===== src/rtl/rocc_cmd_issuer.sv =====
// Host-fed RoCC command initiator with outstanding-command tracking,
// round-trip latency measurement, unexpected-response and timeout flags.
module rocc_cmd_issuer #(
    parameter int         QUEUE_DEPTH     = 4,
    parameter int         MAX_OUTSTANDING = 4,
    parameter int         CNT_WIDTH       = 32,
    parameter logic [6:0] OPCODE          = 7'h0B,
    parameter int         TIMEOUT         = 1024
) (
    input  logic                 clock,
    input  logic                 reset,
    input  logic                 host_req_valid,
    output logic                 host_req_ready,
    input  logic [6:0]           host_req_funct,
    input  logic [4:0]           host_req_rd,
    input  logic                 host_req_xd,
    input  logic [63:0]          host_req_rs1,
    input  logic [63:0]          host_req_rs2,
    output logic                 io_cmd_valid,
    input  logic                 io_cmd_ready,
    output logic [6:0]           io_cmd_bits_inst_funct,
    output logic [4:0]           io_cmd_bits_inst_rd,
    output logic [6:0]           io_cmd_bits_inst_opcode,
    output logic [4:0]           io_cmd_bits_inst_rs1,
    output logic [4:0]           io_cmd_bits_inst_rs2,
    output logic                 io_cmd_bits_inst_xd,
    output logic                 io_cmd_bits_inst_xs1,
    output logic                 io_cmd_bits_inst_xs2,
    output logic [63:0]          io_cmd_bits_rs1,
    output logic [63:0]          io_cmd_bits_rs2,
    input  logic                 io_resp_valid,
    output logic                 io_resp_ready,
    input  logic [4:0]           io_resp_bits_rd,
    input  logic [63:0]          io_resp_bits_data,
    output logic                 res_valid,
    input  logic                 res_ready,
    output logic [4:0]           res_rd,
    output logic [63:0]          res_data,
    output logic [CNT_WIDTH-1:0] res_latency,
    output logic                 res_unexpected,
    output logic [$clog2(MAX_OUTSTANDING+1)-1:0] outstanding,
    output logic [CNT_WIDTH-1:0] issued_count,
    output logic                 timeout_err,
    output logic [4:0]           timeout_rd,
    input  logic                 err_clear
);
    localparam int AW = $clog2(QUEUE_DEPTH);
    localparam int N  = MAX_OUTSTANDING;
    localparam int OW = $clog2(MAX_OUTSTANDING + 1);
    localparam logic [CNT_WIDTH-1:0] TMO = CNT_WIDTH'(TIMEOUT);

    typedef struct packed {
        logic [6:0]  funct;
        logic [4:0]  rd;
        logic        xd;
        logic [63:0] rs1;
        logic [63:0] rs2;
    } cmd_t;

    cmd_t                 mem [QUEUE_DEPTH];
    logic [AW:0]          wptr;
    logic [AW:0]          rptr;
    cmd_t                 head;
    logic                 empty;
    logic                 full;
    logic [CNT_WIDTH-1:0] now;
    logic [N-1:0]         slot_v;
    logic [4:0]           slot_rd [N];
    logic [CNT_WIDTH-1:0] slot_start [N];

    logic                 host_fire;
    logic                 cmd_fire;
    logic                 resp_fire;
    logic [N-1:0]         head_match;
    logic [N-1:0]         resp_match;
    logic [N-1:0]         hit_oh;
    logic [N-1:0]         alloc_oh;
    logic [N-1:0]         to_vec;
    logic [N-1:0]         free_vec;
    logic [CNT_WIDTH-1:0] hit_start;
    logic [4:0]           to_rd;
    logic [OW-1:0]        occ;

    assign empty = (wptr == rptr);
    assign full  = (wptr[AW] != rptr[AW]) &&
                   (wptr[AW-1:0] == rptr[AW-1:0]);
    assign head  = mem[rptr[AW-1:0]];

    assign host_req_ready = !full;
    assign io_resp_ready  = !res_valid || res_ready;
    assign io_cmd_valid   = !empty &&
                            (!head.xd || (!(&slot_v) && !(|head_match)));

    assign host_fire = host_req_valid && host_req_ready;
    assign cmd_fire  = io_cmd_valid && io_cmd_ready;
    assign resp_fire = io_resp_valid && io_resp_ready;

    assign io_cmd_bits_inst_funct  = head.funct;
    assign io_cmd_bits_inst_rd     = head.rd;
    assign io_cmd_bits_inst_xd     = head.xd;
    assign io_cmd_bits_rs1         = head.rs1;
    assign io_cmd_bits_rs2         = head.rs2;
    assign io_cmd_bits_inst_opcode = OPCODE;
    assign io_cmd_bits_inst_rs1    = 5'd0;
    assign io_cmd_bits_inst_rs2    = 5'd0;
    assign io_cmd_bits_inst_xs1    = 1'b1;
    assign io_cmd_bits_inst_xs2    = 1'b1;
    assign outstanding             = occ;

    always_comb begin
        head_match = '0;
        resp_match = '0;
        to_vec     = '0;
        hit_start  = '0;
        to_rd      = '0;
        occ        = '0;
        for (int i = 0; i < N; i++) begin
            head_match[i] = slot_v[i] && (slot_rd[i] == head.rd);
            resp_match[i] = slot_v[i] && (slot_rd[i] == io_resp_bits_rd);
            occ = occ + OW'(slot_v[i]);
        end
        hit_oh   = resp_fire ? (resp_match & (~resp_match + N'(1))) : '0;
        alloc_oh = (cmd_fire && head.xd) ? (~slot_v & (slot_v + N'(1))) : '0;
        // Ascending scan: the highest timed-out index supplies timeout_rd.
        for (int i = 0; i < N; i++) begin
            if (hit_oh[i]) hit_start = slot_start[i];
            if (slot_v[i] && !hit_oh[i] && (now - slot_start[i] == TMO)) begin
                to_vec[i] = 1'b1;
                to_rd     = slot_rd[i];
            end
        end
        free_vec = hit_oh | to_vec;
    end

    always_ff @(posedge clock or negedge reset) begin
        if (!reset) begin
            wptr <= '0;
            rptr <= '0;
            for (int i = 0; i < QUEUE_DEPTH; i++) mem[i] <= '0;
        end else begin
            if (host_fire) begin
                mem[wptr[AW-1:0]] <= '{host_req_funct, host_req_rd,
                                       host_req_xd, host_req_rs1,
                                       host_req_rs2};
                wptr <= wptr + 1'b1;
            end
            if (cmd_fire) rptr <= rptr + 1'b1;
        end
    end

    always_ff @(posedge clock or negedge reset) begin
        if (!reset) begin
            now          <= '0;
            issued_count <= '0;
        end else begin
            now <= now + 1'b1;
            if (cmd_fire) issued_count <= issued_count + 1'b1;
        end
    end

    always_ff @(posedge clock or negedge reset) begin
        if (!reset) begin
            slot_v <= '0;
            for (int i = 0; i < N; i++) begin
                slot_rd[i]    <= '0;
                slot_start[i] <= '0;
            end
        end else begin
            for (int i = 0; i < N; i++) begin
                if (alloc_oh[i]) begin
                    slot_v[i]     <= 1'b1;
                    slot_rd[i]    <= head.rd;
                    slot_start[i] <= now;
                end else if (free_vec[i]) begin
                    slot_v[i] <= 1'b0;
                end
            end
        end
    end

    always_ff @(posedge clock or negedge reset) begin
        if (!reset) begin
            res_valid      <= 1'b0;
            res_rd         <= '0;
            res_data       <= '0;
            res_latency    <= '0;
            res_unexpected <= 1'b0;
        end else if (resp_fire) begin
            res_valid      <= 1'b1;
            res_rd         <= io_resp_bits_rd;
            res_data       <= io_resp_bits_data;
            res_latency    <= (|hit_oh) ? (now - hit_start) : '0;
            res_unexpected <= !(|hit_oh);
        end else if (res_ready) begin
            res_valid <= 1'b0;
        end
    end

    always_ff @(posedge clock or negedge reset) begin
        if (!reset) begin
            timeout_err <= 1'b0;
            timeout_rd  <= '0;
        end else if (|to_vec) begin
            timeout_err <= 1'b1;
            timeout_rd  <= to_rd;
        end else if (err_clear) begin
            timeout_err <= 1'b0;
        end
    end
endmodule


===== config.mk =====
export PLATFORM = sky130hd
export DESIGN_NAME = rocc_cmd_issuer
export DESIGN_NICKNAME = d
export VERILOG_FILES = /design/src/rtl/rocc_cmd_issuer.sv
export SDC_FILE = /design/constraint.sdc
export NUM_CORES = 2
export LEC_CHECK = 0
export BUFFER_PORTS_ARGS = -buffer_cell sky130_fd_sc_hd__buf_2
export CORE_UTILIZATION = 30
export DETAILED_ROUTE_END_ITERATION = 6
export PLACE_DENSITY = 0.5
export SYNTH_ARGS = -nofsm -noshare
export SYNTH_HDL_FRONTEND = slang
export SYNTH_SLANG_ARGS = --single-unit
export TNS_END_PERCENT = 5

===== constraint.sdc =====
create_clock -name clock -period 6.6 [get_ports clock]
set_input_delay 0.33 -clock clock [delete_from_list [all_inputs] [get_ports clock]]
set_output_delay 0.33 -clock clock [all_outputs]
set_load 0.05 [all_outputs]

==> summary.md <==
| Metric | Value |
|---|---|
| Run status | finished with violations |
| Failing checks | DRC |
| Reg2reg start | slot_rd[16] |
| Worst hold endpoint | rptr[2] |
| Maximum vdd ir drop | 0.4225 mV |
| Clock-pin slew of the registers on the worst-case setup and hold paths | 0.06 ns |
| Synth Flop Type | dfrtp_1 |
| R2r setup slk | 1.10 ns |
| Synthesized area | 47190 µm² |
| Clk Tree Root Cell | clkbuf_16 |
| CP max stage cell | dlygate4sd3_1 |
| Vias in the first global route | 35.75k |
| Critical path arrival | 6.12 ns |
| Dpl cells | 6555 |
| CTS H-tree lvls | 3 |
| YS warnings | 0 |
| Initial DRC count | 2105 |
| Vias/cell | 5.013 |
| Max-Cap Viols | 0 |
| Synth Instances | 4137 |
| Initial antenna violation count | 16 |
| Pins Over Slew Limit | 0 |
| Reg area | 22400 µm² |
| Die W | 398.6 µm |
| Worst setup path category | input pin to flop |
| Setup TNS | 0 ns |
| Clk buf depth | 3 |
| CORE AREA | 156200 µm² |
| Top cell by count, worst path | o21ai_0 |
| RSZ-0062 raised after global routing | no |
| CTS Buf Count | 105 |
| Largest net degree at the start of global routing | 176 |
| Worst setup SP type | input pin |
| Tightest Pin Transition | 1.018 ns |
| Final Cycle Share | 83.50% |
| NetSw | 13.64 mW |
| Wirelength per Cell | 20.57 µm |
| DRT Pass-1 Iters | 7 |
| Combinational power share | 51.0% |
| Ys async rst share | 100.0% |
| Reg-to-Reg End | res_latency[30] |
| Fmax | 181.4 MHz |
| Die height | 398.6 µm |
| Required time worst endpoint | 7.20 ns |
| Cells on worst reg2reg path | 25 |
| Sw Share | 44.09% |
| Final WS setup | 1.089 ns |
| Final hold vios | 0 |
| CTS tree | yes |
| Post-route ant nets | 0 |
| Grt ovf | 0 |
| CP max stage delay | 0.58 ns |
| Hold slack | 0.05453 ns |
| Starting density of the core | 30.21% |
| Via count | 34.87k |
| Fillers | 15.40k |
| Die ar. | 158900 µm² |
| Tmin final | 5.511 ns |
| Synthesis-to-finish area growth | 22.32% |
| Dpl ws | 0.9793 ns |
| Flop pwr share | 29.8% |
| Nets | 5201 |
| GRT Total Usage | 17.85% |
| Crit path launch | io_resp_bits_rd[3] |
| Post-layout util | 36.95% |
| Final setup violation count | 0 |
| Buffers on Ports | 504 |
| # rows | 145 |
| CTS sink count | 895 |
| Layout Skew | 0.07188 ns |
| Final wirelength | 143100 µm |
| Slew HR | 32.14% |
| GP Congestion | 0.9054 |
| Share of post-route cells with drive strength above 1 | 30.81% |
| Netlist cell types | 90 |
| # DRC | 4 |
| Yosys reg bits | 895 |
| Sequential-to-total area share from yosys stat | 47.46% |
| Clock network power share | 19.3% |
| Post-CTS resize count | 0 |
| Multi-input gate area | 23230 µm² |
| EDFF count, synth | 0 |
| First-pass GRT wire length | 219600 µm |
| P_int | 17.30 mW |
| Clock Latency Late Sink | 0.76 ns |
| Min-Delay Path Class | input pin to flop |
| Hold path depth | 3 |
| Avg Inst Size Synth | 11.41 µm² |
| Final non-filler cell total | 6956 |
| Pwr dens | 536.0 nW/µm² |
| Lkg Pwr | 25.91 nW |
| CP max FO | 6 |
| DP HPWL | 101400 µm |
| IO Pins | 524 |
| Setup crit end kind | flop |
| # Post-CTS Setup Buffers | 0 |
| Hold_sp | io_cmd_ready |
-- how the worst max path moves through the flow --
stage	to	slack, ns	cells after the start
global route	res_latency[30]	0.53	25
finish	res_latency[30]	1.09	27
global placement	res_latency[30]	0.92	26
CTS	res_latency[30]	1.04	25
detailed placement	res_latency[30]	0.98	26
floorplan	res_latency[30]	1.49	22
-- flip-flops by register name (all words and copies together), names as in the netlist --
signal          count
mem               564
slot_start        128
res_data           64
issued_count       32
now                32
res_latency        32
slot_rd            20
res_rd              5
timeout_rd          5
slot_v              4
rptr                3
wptr                3
res_unexpected      1
res_valid           1
timeout_err         1
-- power groups by stage --
stage	Combinational [mW]	Sequential, mW	Clock [mW]
detailed placement	15.7	9.27	0
global placement	15.6	9.22	0
global route	16.9	9.49	6.37
floorplan	11.7	9.08	0
CTS	15.9	9.19	6.16
finish	15.8	9.20	5.96
-- final cells by class --
type | count | share of cell area (%)
inverters | 185 | 1.203
clock buffers | 155 | 5.261
diodes | 4 | 0.01734
repair buffers | 785 | 9.131
multi-input cells | 2843 | 40.26
clock inverters | 31 | 0.8520
flip-flops and latches | 895 | 38.82
well taps | 2058 | 4.461
-- cells by family after synthesis --
| logic type | after synthesis | synth area share, % |
|---|---|---|
| AOI/OAI and AO/OA | 730 | 9.777 |
| xor gates and xnor gates | 196 | 3.654 |
| adders and majority gates | 169 | 4.513 |
| buffers and inverters | 416 | 3.582 |
| DFF | 895 | 47.46 |
| muxes | 758 | 21.38 |
| other | 2 | 0.01592 |
| and+or+nand+nor | 971 | 9.612 |
-- Yosys cell counts, drive strengths merged (8+ instances only) --
master | instances | share of area [%]
dfrtp | 895 | 47
mux2 | 589 | 14
nand2 | 516 | 4.1
o21ai | 268 | 2.8
inv | 184 | 1.5
ha | 167 | 4.4
clkbuf | 147 | 1.2
a21oi | 142 | 1.5
mux4 | 141 | 6.7
xnor2 | 111 | 2.1
nor2 | 102 | 0.81
xor2 | 85 | 1.6
buf | 84 | 0.94
nand3 | 71 | 0.75
o211ai | 52 | 0.83
nor3 | 44 | 0.47
a21o | 41 | 0.65
nand4 | 34 | 0.45
and3 | 33 | 0.44
nand2b | 32 | 0.42
mux2i | 28 | 0.59
o21a | 24 | 0.38
a31oi | 22 | 0.29
a211oi | 20 | 0.34
nor4 | 20 | 0.30
o21bai | 19 | 0.30
and2 | 18 | 0.24
nor2b | 17 | 0.23
a2111oi | 16 | 0.34
or3 | 15 | 0.20
a22oi | 14 | 0.22
o2111ai | 14 | 0.26
o22ai | 14 | 0.19
or2 | 12 | 0.16
nor3b | 11 | 0.18
o31ai | 11 | 0.19
a221oi | 9 | 0.17
nand4b | 9 | 0.17
or4 | 9 | 0.15
and4 | 8 | 0.15
nand3b | 8 | 0.14
nor4b | 8 | 0.18
-- through the flow --
step / instance area (µm²) / power [mW]
2_1_floorplan: 47250 / 20.79
3_3_place_gp: 52070 / 24.86
3_5_place_dp: 52070 / 25.02
4_1_cts: 57710 / 31.25
5_1_grt: 57710 / 32.74
6_report: 57720 / 30.94
-- routing by layer --
layer,global-route usage [%],vias to the layer above,wire [µm]
met5,0,-,114
met3,5.131,213,10210
met1,23.72,17600,63540
met2,28.38,807,65700
li1,-,16230,-
met4,4.598,18,3564
-- cells in the final DEF, fill, tap and decap left out, types with 22 or more instances in the layout --
cell and count:
a21o_1 41, a21oi_1 139, a31oi_1 22, and3_1 33, buf_2 503, buf_4 62, clkbuf_1 29, clkbuf_16 106
dfrtp_1 893, dlygate4sd3_1 211, ha_1 167, inv_1 184, mux2_2 589, mux2i_1 28, mux4_2 141, nand2_1 511
nand2b_1 32, nand3_1 70, nand4_1 34, nor2_1 99, nor3_1 44, o211ai_1 52, o21a_1 23, o21ai_0 267
xnor2_1 111, xor2_1 84
-- critical path, delay by kind of cell --
family / cells / cell delay, ns
fa+ha+maj: 2 / 0.67
buf+inv: 4 / 1.02
xor+xnor: 2 / 0.30
compound gates: 11 / 2.17
simple gates: 8 / 1.60
-- timing repair --
item / 4_1_cts / 5_1_grt
setup endpoints to repair: 0 / 0
hold endpoints to repair: 702 / 0
hold buffers: 211 / 0
Note: power is estimated with default switching activity, not from simulation.
